**src/rtl/aes_pkg.sv**
```systemverilog
// rtl/aes_pkg.sv - shared AES constants and S-box generator state encoding
package aes_pkg;

    localparam logic [7:0] AES_SBOX_AFFINE_C  = 8'h63;
    localparam logic [7:0] AES_GF_POLY_RED    = 8'h1B;
    localparam logic [7:0] AES_GF_INV3_RED    = 8'h09;
    localparam int         AES_SBOX_GEN_STEPS = 255;
    localparam int         AES_TBL_AW         = 9;

    typedef enum logic [1:0] {
        IDLE  = 2'd0,
        ZERO  = 2'd1,
        GEN   = 2'd2,
        VALID = 2'd3
    } sbox_gen_state_t;

endpackage

```
**src/rtl/sbox_table_gen_if.sv**
```systemverilog
// rtl/sbox_table_gen_if.sv - control handshake and dual table write port bundle
interface sbox_table_gen_if;
    import aes_pkg::*;

    logic                  start;
    logic                  busy;
    logic                  done;
    logic                  table_valid;
    logic                  a_we;
    logic [AES_TBL_AW-1:0] a_waddr;
    logic [7:0]            a_wdata;
    logic                  b_we;
    logic [AES_TBL_AW-1:0] b_waddr;
    logic [7:0]            b_wdata;

    modport master (
        input  start,
        output busy, done, table_valid,
        output a_we, a_waddr, a_wdata,
        output b_we, b_waddr, b_wdata
    );

    modport slave (
        output start,
        input  busy, done, table_valid,
        input  a_we, a_waddr, a_wdata,
        input  b_we, b_waddr, b_wdata
    );

endinterface

```
**src/rtl/sbox_gen_step.sv**
```systemverilog
// rtl/sbox_gen_step.sv - one generator step: p*3, q/3 in GF(2^8) and the affine S-box output of q
module sbox_gen_step
    import aes_pkg::*;
(
    input  logic [7:0] p,
    input  logic [7:0] q,
    output logic [7:0] p_next,
    output logic [7:0] q_next,
    output logic [7:0] s
);

    logic [7:0] q_x1;
    logic [7:0] q_x2;
    logic [7:0] q_x4;

    assign p_next = p ^ {p[6:0], 1'b0} ^ (p[7] ? AES_GF_POLY_RED : 8'h00);

    // q stays the multiplicative inverse of p, so s is S(p_next)
    assign q_x1   = q ^ {q[6:0], 1'b0};
    assign q_x2   = q_x1 ^ {q_x1[5:0], 2'b00};
    assign q_x4   = q_x2 ^ {q_x2[3:0], 4'b0000};
    assign q_next = q_x4 ^ (q_x4[7] ? AES_GF_INV3_RED : 8'h00);

    assign s = q_next
             ^ {q_next[6:0], q_next[7]}
             ^ {q_next[5:0], q_next[7:6]}
             ^ {q_next[4:0], q_next[7:5]}
             ^ {q_next[3:0], q_next[7:4]}
             ^ AES_SBOX_AFFINE_C;

endmodule

```
**src/rtl/sbox_table_gen.sv**
```systemverilog
// rtl/sbox_table_gen.sv - S-box table generator FSM; define SBOX_GEN_INV_EN to also write inverse entries
module sbox_table_gen
    import aes_pkg::*;
(
    input  logic             clk,
    input  logic             rst_n,
    sbox_table_gen_if.master tbl
);

    sbox_gen_state_t state_q;
    sbox_gen_state_t state_d;

    logic [7:0] p_q, q_q;
    logic [7:0] p_nx, q_nx, s_nx;
    logic       load_init;
    logic       step_en;
    logic       finish;
    logic       wr_en;
    logic [7:0] fwd_addr_d;
    logic [7:0] fwd_data_d;

    logic                  a_we_q;
    logic [AES_TBL_AW-1:0] a_waddr_q;
    logic [7:0]            a_wdata_q;
    logic                  done_q;
    logic                  valid_q;

    sbox_gen_step u_step (
        .p      (p_q),
        .q      (q_q),
        .p_next (p_nx),
        .q_next (q_nx),
        .s      (s_nx)
    );

    always_ff @(posedge clk or negedge rst_n) begin
        if (!rst_n) begin
            state_q <= IDLE;
        end else begin
            state_q <= state_d;
        end
    end

    // p_q holds the entry on the write port; p == 1 in GEN marks the last step
    always_comb begin
        state_d   = state_q;
        load_init = 1'b0;
        step_en   = 1'b0;
        finish    = 1'b0;
        case (state_q)
            IDLE, VALID: begin
                if (tbl.start) begin
                    state_d   = ZERO;
                    load_init = 1'b1;
                end
            end
            ZERO: begin
                state_d = GEN;
                step_en = 1'b1;
            end
            GEN: begin
                if (p_q == 8'h01) begin
                    state_d = VALID;
                    finish  = 1'b1;
                end else begin
                    step_en = 1'b1;
                end
            end
            default: state_d = IDLE;
        endcase
        wr_en      = load_init | step_en;
        fwd_addr_d = load_init ? 8'h00 : p_nx;
        fwd_data_d = load_init ? AES_SBOX_AFFINE_C : s_nx;
    end

    always_ff @(posedge clk or negedge rst_n) begin
        if (!rst_n) begin
            p_q       <= 8'h01;
            q_q       <= 8'h01;
            a_we_q    <= 1'b0;
            a_waddr_q <= '0;
            a_wdata_q <= '0;
            done_q    <= 1'b0;
            valid_q   <= 1'b0;
        end else begin
            if (load_init) begin
                p_q <= 8'h01;
                q_q <= 8'h01;
            end else if (step_en) begin
                p_q <= p_nx;
                q_q <= q_nx;
            end
            a_we_q    <= wr_en;
            a_waddr_q <= wr_en ? {1'b0, fwd_addr_d} : '0;
            a_wdata_q <= wr_en ? fwd_data_d : 8'h00;
            done_q    <= finish;
            if (load_init) begin
                valid_q <= 1'b0;
            end else if (finish) begin
                valid_q <= 1'b1;
            end
        end
    end

    assign tbl.busy        = (state_q == ZERO) || (state_q == GEN);
    assign tbl.done        = done_q;
    assign tbl.table_valid = valid_q;
    assign tbl.a_we        = a_we_q;
    assign tbl.a_waddr     = a_waddr_q;
    assign tbl.a_wdata     = a_wdata_q;

`ifdef SBOX_GEN_INV_EN
    logic                  b_we_q;
    logic [AES_TBL_AW-1:0] b_waddr_q;
    logic [7:0]            b_wdata_q;

    always_ff @(posedge clk or negedge rst_n) begin
        if (!rst_n) begin
            b_we_q    <= 1'b0;
            b_waddr_q <= '0;
            b_wdata_q <= '0;
        end else begin
            b_we_q    <= wr_en;
            b_waddr_q <= wr_en ? {1'b1, fwd_data_d} : '0;
            b_wdata_q <= wr_en ? fwd_addr_d : 8'h00;
        end
    end

    assign tbl.b_we    = b_we_q;
    assign tbl.b_waddr = b_waddr_q;
    assign tbl.b_wdata = b_wdata_q;
`else
    assign tbl.b_we    = 1'b0;
    assign tbl.b_waddr = '0;
    assign tbl.b_wdata = 8'h00;
`endif

endmodule

```
**src/flat_wrapper.sv**
```systemverilog
// flat-port wrapper written by rule: the top's interface ports become plain ports
module sbox_table_gen_flat import aes_pkg::*;
  (clk, rst_n, tbl_start, tbl_busy, tbl_done, tbl_table_valid, tbl_a_we, tbl_a_waddr, tbl_a_wdata, tbl_b_we, tbl_b_waddr, tbl_b_wdata);
  sbox_table_gen_if tbl_i ();
  input  logic clk;
  input  logic rst_n;
  input wire logic [$bits(tbl_i.start)-1:0] tbl_start;
  output wire logic [$bits(tbl_i.busy)-1:0] tbl_busy;
  output wire logic [$bits(tbl_i.done)-1:0] tbl_done;
  output wire logic [$bits(tbl_i.table_valid)-1:0] tbl_table_valid;
  output wire logic [$bits(tbl_i.a_we)-1:0] tbl_a_we;
  output wire logic [$bits(tbl_i.a_waddr)-1:0] tbl_a_waddr;
  output wire logic [$bits(tbl_i.a_wdata)-1:0] tbl_a_wdata;
  output wire logic [$bits(tbl_i.b_we)-1:0] tbl_b_we;
  output wire logic [$bits(tbl_i.b_waddr)-1:0] tbl_b_waddr;
  output wire logic [$bits(tbl_i.b_wdata)-1:0] tbl_b_wdata;
  assign tbl_i.start = tbl_start;
  assign tbl_busy = tbl_i.busy;
  assign tbl_done = tbl_i.done;
  assign tbl_table_valid = tbl_i.table_valid;
  assign tbl_a_we = tbl_i.a_we;
  assign tbl_a_waddr = tbl_i.a_waddr;
  assign tbl_a_wdata = tbl_i.a_wdata;
  assign tbl_b_we = tbl_i.b_we;
  assign tbl_b_waddr = tbl_i.b_waddr;
  assign tbl_b_wdata = tbl_i.b_wdata;
  sbox_table_gen u_core (.clk(clk), .rst_n(rst_n), .tbl(tbl_i));
endmodule
```
**config.mk**
```make
export PLATFORM = sky130hd
export DESIGN_NAME = sbox_table_gen_flat
export DESIGN_NICKNAME = d
export VERILOG_FILES = /design/src/rtl/aes_pkg.sv /design/src/rtl/sbox_table_gen_if.sv /design/src/rtl/sbox_gen_step.sv /design/src/rtl/sbox_table_gen.sv /design/src/flat_wrapper.sv
export SDC_FILE = /design/constraint.sdc
export NUM_CORES = 1
export LEC_CHECK = 0
export ABC_AREA = 1
export ABC_CLOCK_PERIOD_IN_PS = 2000
export BUFFER_PORTS_ARGS = -buffer_cell sky130_fd_sc_hd__buf_4
export CORE_MARGIN = 2
export CORE_UTILIZATION = 55
export DETAILED_ROUTE_END_ITERATION = 6
export PLACE_DENSITY = 0.8
export SKIP_LAST_GASP = 1
export SYNTH_ARGS = -nofsm -noshare
export SYNTH_HDL_FRONTEND = slang
export SYNTH_SLANG_ARGS = --single-unit
```
**constraint.sdc**
```tcl
create_clock -name clk -period 2 [get_ports clk]
set_clock_uncertainty 0.1 [all_clocks]
set_input_delay 0.6 -clock clk [delete_from_list [all_inputs] [get_ports clk]]
set_output_delay 0.6 -clock clk [all_outputs]
set_load 0.005 [all_outputs]
```
Word level (Yosys, flattened, before mapping)
Cells that the tools add are included.
Word-level totals
  register bits after elaboration: 38
  word-level logic and storage cells: 53
  output and inout port bits: 39
  bits of input ports: 3
Cells by class
  muxes and demuxes: 21
  bitwise operators: 12
  equal/unequal tests: 6
  reduce and logical (&&, ||, !) cells: 6
Operators by type and width (number)
  two-way mux 8 bit: 8
  XOR 8 bit: 8
  equality test 8 x 1 -> 1 bit (second input constant): 1
  XOR 8 x 4 -> 8 bit: 1
  XOR 8 x 5 -> 8 bit: 1
  two-way mux 1 bit: 7
  case mux 2 bit (3 select lines): 1
  two-way mux 5 bit: 1
  equality test 2 bit (second input constant): 2
  two-way mux 2 bit: 2
  two-way mux 4 bit: 1
  inverter 4 bit: 1
  nonzero test 2 bit: 2
  equality test 2 x 1 -> 1 bit (second input constant): 1
  logical NOT 2 bit: 1
  != test 2 x 1 -> 1 bit (second input constant): 1
  != test 2 bit (second input constant): 1
  case mux 1 bit (2 select lines): 1
  AND reduction 2 bit: 1
  OR reduction 2 bit: 1
  logical OR 1 bit: 1
  OR 1 bit: 1

Logic depth before layout (Yosys ltp)
  depth in word-level cells: 12
  gate-level depth with buffers: 14
  mapped depth without buffers: 13

Hierarchy
A second synthesis with hierarchy kept.
Unflattened totals
  cells, all modules: 278
  area, all modules: 2182.1 um2
Modules (own cells, without submodules)
  sbox_table_gen: cells each 168, instances 1, area each 1582.8 um2, seq. area each 928.4 um2
  sbox_gen_step: cells each 110, instances 1, area each 599.3 um2, seq. area each 0.0 um2

Worst setup path before layout
Ideal clock, no wire load.
  kind: register to register
  start: register u_core.p_q[7]
  end: register u_core.q_q[4]
  arrival: 1.530 ns
  required time: 1.818 ns
  stages on the path, launching flop included: 11
  slack: 0.287 ns
  period minus slack after synthesis: 1.713 ns
  path buffers: 2
  library setup time: 0.082 ns
  cells stage by stage: dfrtp_1 -> clkbuf_1 -> inv_1 -> ha_1 -> nand4_1 -> nand2_1 -> inv_1 -> o21ai_4 -> nand2_2 -> buf_2 -> o22ai_1
On the way
  word-level cells in the longest chain between the ends: 4
RTL lines
  start, declared: RTL line sbox_table_gen.sv:13  | logic [7:0] p_q, q_q;
  start signal, assigned: RTL line sbox_table_gen.sv:90  | p_q <= p_nx;
  equality test 8 x 1 -> 1 bit: RTL line sbox_table_gen.sv:62  | if (p_q == 8'h01) begin
  two-way mux 1 bit: RTL line sbox_table_gen.sv:62
  case mux 1 bit (2 select lines): RTL line sbox_table_gen.sv:50  | case (state_q)
  nonzero test 2 bit (no source line)
  end signal, assigned: RTL line sbox_table_gen.sv:91  | q_q <= q_nx;
  end, declared: RTL line sbox_table_gen.sv:13
Every way passes these cells.
A chain may end at the register's enable or synchronous reset.

Worst setup path in the final report
  start: register u_core.state_q[1]
  end: output tbl_busy
On the way
  word-level cells in the longest chain between the ends: 2
  elaborated cells on any way between the ends: 3
  classes of those cells: 2 x eq/ne; 1 x reduce/logical
RTL lines
  start, declared: RTL line sbox_table_gen.sv:10  | sbox_gen_state_t state_q;
  start signal, assigned: RTL line sbox_table_gen.sv:40  | state_q <= state_d;
  equality test 2 x 1 -> 1 bit / equality test 2 bit (equally long branches): RTL line sbox_table_gen.sv:105  | assign tbl.busy = (state_q == ZERO) || (state_q == GEN);
  logical OR 1 bit (*): RTL line sbox_table_gen.sv:105
  end, declared: RTL line flat_wrapper.sv:8  | output wire logic [$bits(tbl_i.busy)-1:0] tbl_busy;
Every way passes the cells marked *; elsewhere a longest branch is shown, timed or not.

==> impl_metrics.csv <==
group,metric,value,unit
outcome,outcome,"completed",
grt,grt_usage,0.222,
critical_path,end_kind,"output pin",
logic_synthesis,syn_inst,263,
logic_synthesis,yosys_warnings,0,
die,ioPinCount,42,
clock_network,cts.sinks,37,
detailed_routing,vias_per_cell,4.99,
clock_network,clock_latency,0.30,ns
detailed_routing,drt-initial-drc-count,109,
detailed_routing,vias,1696,
clock_network,clkTransAtPathRegs,0.08,ns
timing,drv_slew,0,
logic_synthesis,synthXorXnorAreaFrac,0.0326,
timing,tns,0,ns
detailed_routing,drc_errors,0,
grt,grt_pass1_wl,7.28,mm
clock_network,numCtsBuffers,5,
layout,multi_input_area,0.00101,mm²
timing,max_freq,520,MHz
die,dieArea,0.00443,mm²
layout,final_nets,301,
power_and_ir_drop,pwr-share-clk,0.132,
logic_synthesis,ys_seq_area_frac,0.432,
grt,grt_antenna_before_repair,0,
detailed_routing,drt.antenna.violating_nets,0,
logic_synthesis,synth_largest_area_cell,"dfrtp_1",
logic_synthesis,synth_edf_count,0,
power_and_ir_drop,combPwrFrac,0.617,
logic_synthesis,ys_top_cells_by_count,"nand2_1, dfrtp_1, nand2_2, inv_1",
critical_path,crit_type,"reg2out",
timing,period_minus_slack,1.92,ns
logic_synthesis,ys_seq_elements,37,
layout,drive_gt1_frac,0.264,
power_and_ir_drop,swShare,0.481,
timing,setup_viol,0,
die,start_util,0.579,
grt,overflow,0,
detailed_routing,wirelength,4.21,mm
min_path,min_path_type,"in2async",
detailed_routing,dr.pass1.iters,4,
critical_path,r2r_cells,8,
timing,hold_violations,0,
timing,rsz0062_at_grt,"yes",
logic_synthesis,syn_area,0.00215,mm²
die,dieHeight,66.5,µm
die,rows,22,
critical_path,worstPathArrival,1.22,ns
logic_synthesis,yosys.area_share.adder,0.0407,
layout,area_growth,12.7,%
power_and_ir_drop,p_per_area,2040,mW/mm²
placement,place_congestion,0.890,
clock_network,hold_buffers,0,
logic_synthesis,synth.avg_cell_area,8.18,µm²
logic_synthesis,yosysUniqueCellTypes,27,
critical_path,cp-start-kind,"flop",
logic_synthesis,muxShareOfSynthArea,0,
power_and_ir_drop,power,0.00495,W
power_and_ir_drop,peakVddDrop,0.741,mV
critical_path,crit_required,1.30,ns
layout,register_area,928,µm²
critical_path,r2r_end,"u_core.tbl.a_wdata[3]$_DFF_PN0_",
grt,grt_max_degree,38,
logic_synthesis,synth_area_leaders,"dfrtp_1, nand2_1, nand2_2",
die,die_w,66.5,µm
placement,portBuffers,22,
logic_synthesis,synth_compound_area_frac,0.0733,
logic_synthesis,ys.flop_type,"dfrtp_1",
clock_network,htreeDepth,2,
power_and_ir_drop,leakage,1.31,nW
placement,hpwlAfterDp,2.95,mm
clock_network,cts_buffer_depth,2,
logic_synthesis,synth_top_area_frac,0.407,
die,core-area,0.00372,mm²
timing,fin_crit_sh,0.962,
critical_path,reg2reg_slack,0.11,ns
layout,fillCellCount,317,
logic_synthesis,synth_top_family_by_area,"simple AND/OR/NAND/NOR gates",
critical_path,path_max_fanout,3,
logic_synthesis,yosysMostFrequentCell,"nand2_1",
power_and_ir_drop,power_frac_seq,0.251,
clock_network,cts_root_buf,"clkbuf_8",
detailed_routing,avgRoutedWirePerCell,12.4,µm
logic_synthesis,synth-async-reset-ratio,1.00,
critical_path,r2r-start,"u_core.p_q[0]$_DFFE_PN1P_",
clock_network,cts_tree,"yes",
power_and_ir_drop,power_switching,0.00238,W
logic_synthesis,yosys.area_share.simple,0.286,
grt,grt_pass1_vias,1572,
power_and_ir_drop,internal-power,0.00257,W
layout,diodes,0,
job,maxCapViolCount,0,
per-stage QoR:
stage | utilization | instances | hold slack [ns] | worst slack (ns) | instance area [µm²]
2_1_floorplan | - | 281 | 0.204 | 0.287 | 2220
3_3_place_gp | 0.617 | 330 | 0.390 | 0.197 | 2290
3_5_place_dp | 0.617 | 330 | 0.396 | 0.0796 | 2290
4_1_cts | 0.649 | 339 | 0.163 | 0.0153 | 2410
5_1_grt | 0.653 | 340 | 0.187 | -0.0277 | 2420
6_report | 0.653 | 340 | 0.147 | 0.0763 | 2420
registers in the layout (all words and copies together) (netlist names):
name                    cells
u_core.q_q                  8
u_core.tbl.a_waddr          8
u_core.tbl.a_we             1
u_core.p_q                  8
u_core.state_q              2
u_core.tbl.table_valid      1
u_core.tbl.done             1
u_core.tbl.a_wdata          8
how the worst max path moves through the flow:
| stage | end | depth (start not counted) | startpoint |
|---|---|---|---|
| finish | tbl_busy | 3 | u_core.state_q[1]$_DFFE_PN0P_ |
| global route | u_core.q_q[0]$_DFFE_PN1P_ | 8 | u_core.p_q[0]$_DFFE_PN1P_ |
| CTS | tbl_busy | 4 | u_core.state_q[0]$_DFFE_PN0P_ |
| detailed placement | u_core.q_q[5]$_DFFE_PN0P_ | 7 | u_core.p_q[0]$_DFFE_PN1P_ |
| global placement | u_core.p_q[3]$_DFFE_PN0P_ | 7 | u_core.p_q[0]$_DFFE_PN1P_ |
| floorplan | u_core.q_q[4]$_DFFE_PN0P_ | 10 | u_core.p_q[7]$_DFFE_PN0P_ |
critical path, stage by stage (launching register included):
cell,delay [ns]
dfrtp_1,0.40
ha_1,0.31
inv_2,0.10
buf_4,0.11
layout by cell type (no fill, tap or decap), types with 2 or more instances in the layout:
| cell | count |
|---|---|
| nand2_2 | 26 |
| o21ai_0 | 4 |
| nand2_4 | 3 |
| clkbuf_8 | 5 |
| dfrtp_1 | 35 |
| buf_4 | 27 |
| inv_2 | 7 |
| o22ai_1 | 14 |
| ha_1 | 7 |
| xnor2_1 | 6 |
| nand2_1 | 62 |
| conb_1 | 19 |
| a21oi_1 | 4 |
| dfstp_2 | 2 |
| inv_1 | 22 |
| nor2_1 | 17 |
| nand3_2 | 2 |
| nand3_1 | 19 |
| xor2_1 | 2 |
layer usage:
layer / global-route usage / vias up / wire [µm] / part of all wire
li1: - / 850 / - / -
met1: 0.303 / 771 / 1900 / 0.45
met4: 0.110 / 0 / 116 / 0.028
met3: 0.0456 / 11 / 244 / 0.058
met5: 0 / - / 0 / 0
met2: 0.335 / 64 / 1950 / 0.46
cell type report:
class                   count  share of cell area
multi-input cells         190               0.415
inverters                  30              0.0475
repair buffers             27              0.0836
clock buffers               6              0.0299
flip-flops and latches     37               0.383
well taps                  48              0.0248
clock inverters             2              0.0160
cell families (layout without fill, tap and decap cells):
| family | Yosys count | count (layout) |
|---|---|---|
| buffers and inverters | 54 | 65 |
| adders and majority gates | 7 | 7 |
| other | 1 | 19 |
| AOI/OAI and AO/OA | 25 | 25 |
| DFF | 37 | 37 |
| and+or+nand+nor | 131 | 131 |
| xor gates and xnor gates | 8 | 8 |
timing repair:
action                                  4_1_cts  5_1_grt
buffers inserted                              1        1
resized for setup                             0        2
pin swaps                                     0        1
endpoints found under the setup margin        1       19
power by group through the flow:
stage	sequential, W	combinational, W	clock (W)
4_1_cts	0.00125	0.00299	0.000662
3_3_place_gp	0.00125	0.00287	0
2_1_floorplan	0.00122	0.00226	0
6_report	0.00124	0.00305	0.000655
3_5_place_dp	0.00126	0.00293	0
5_1_grt	0.00128	0.00346	0.000700
Power figures use the tool's default switching activity.
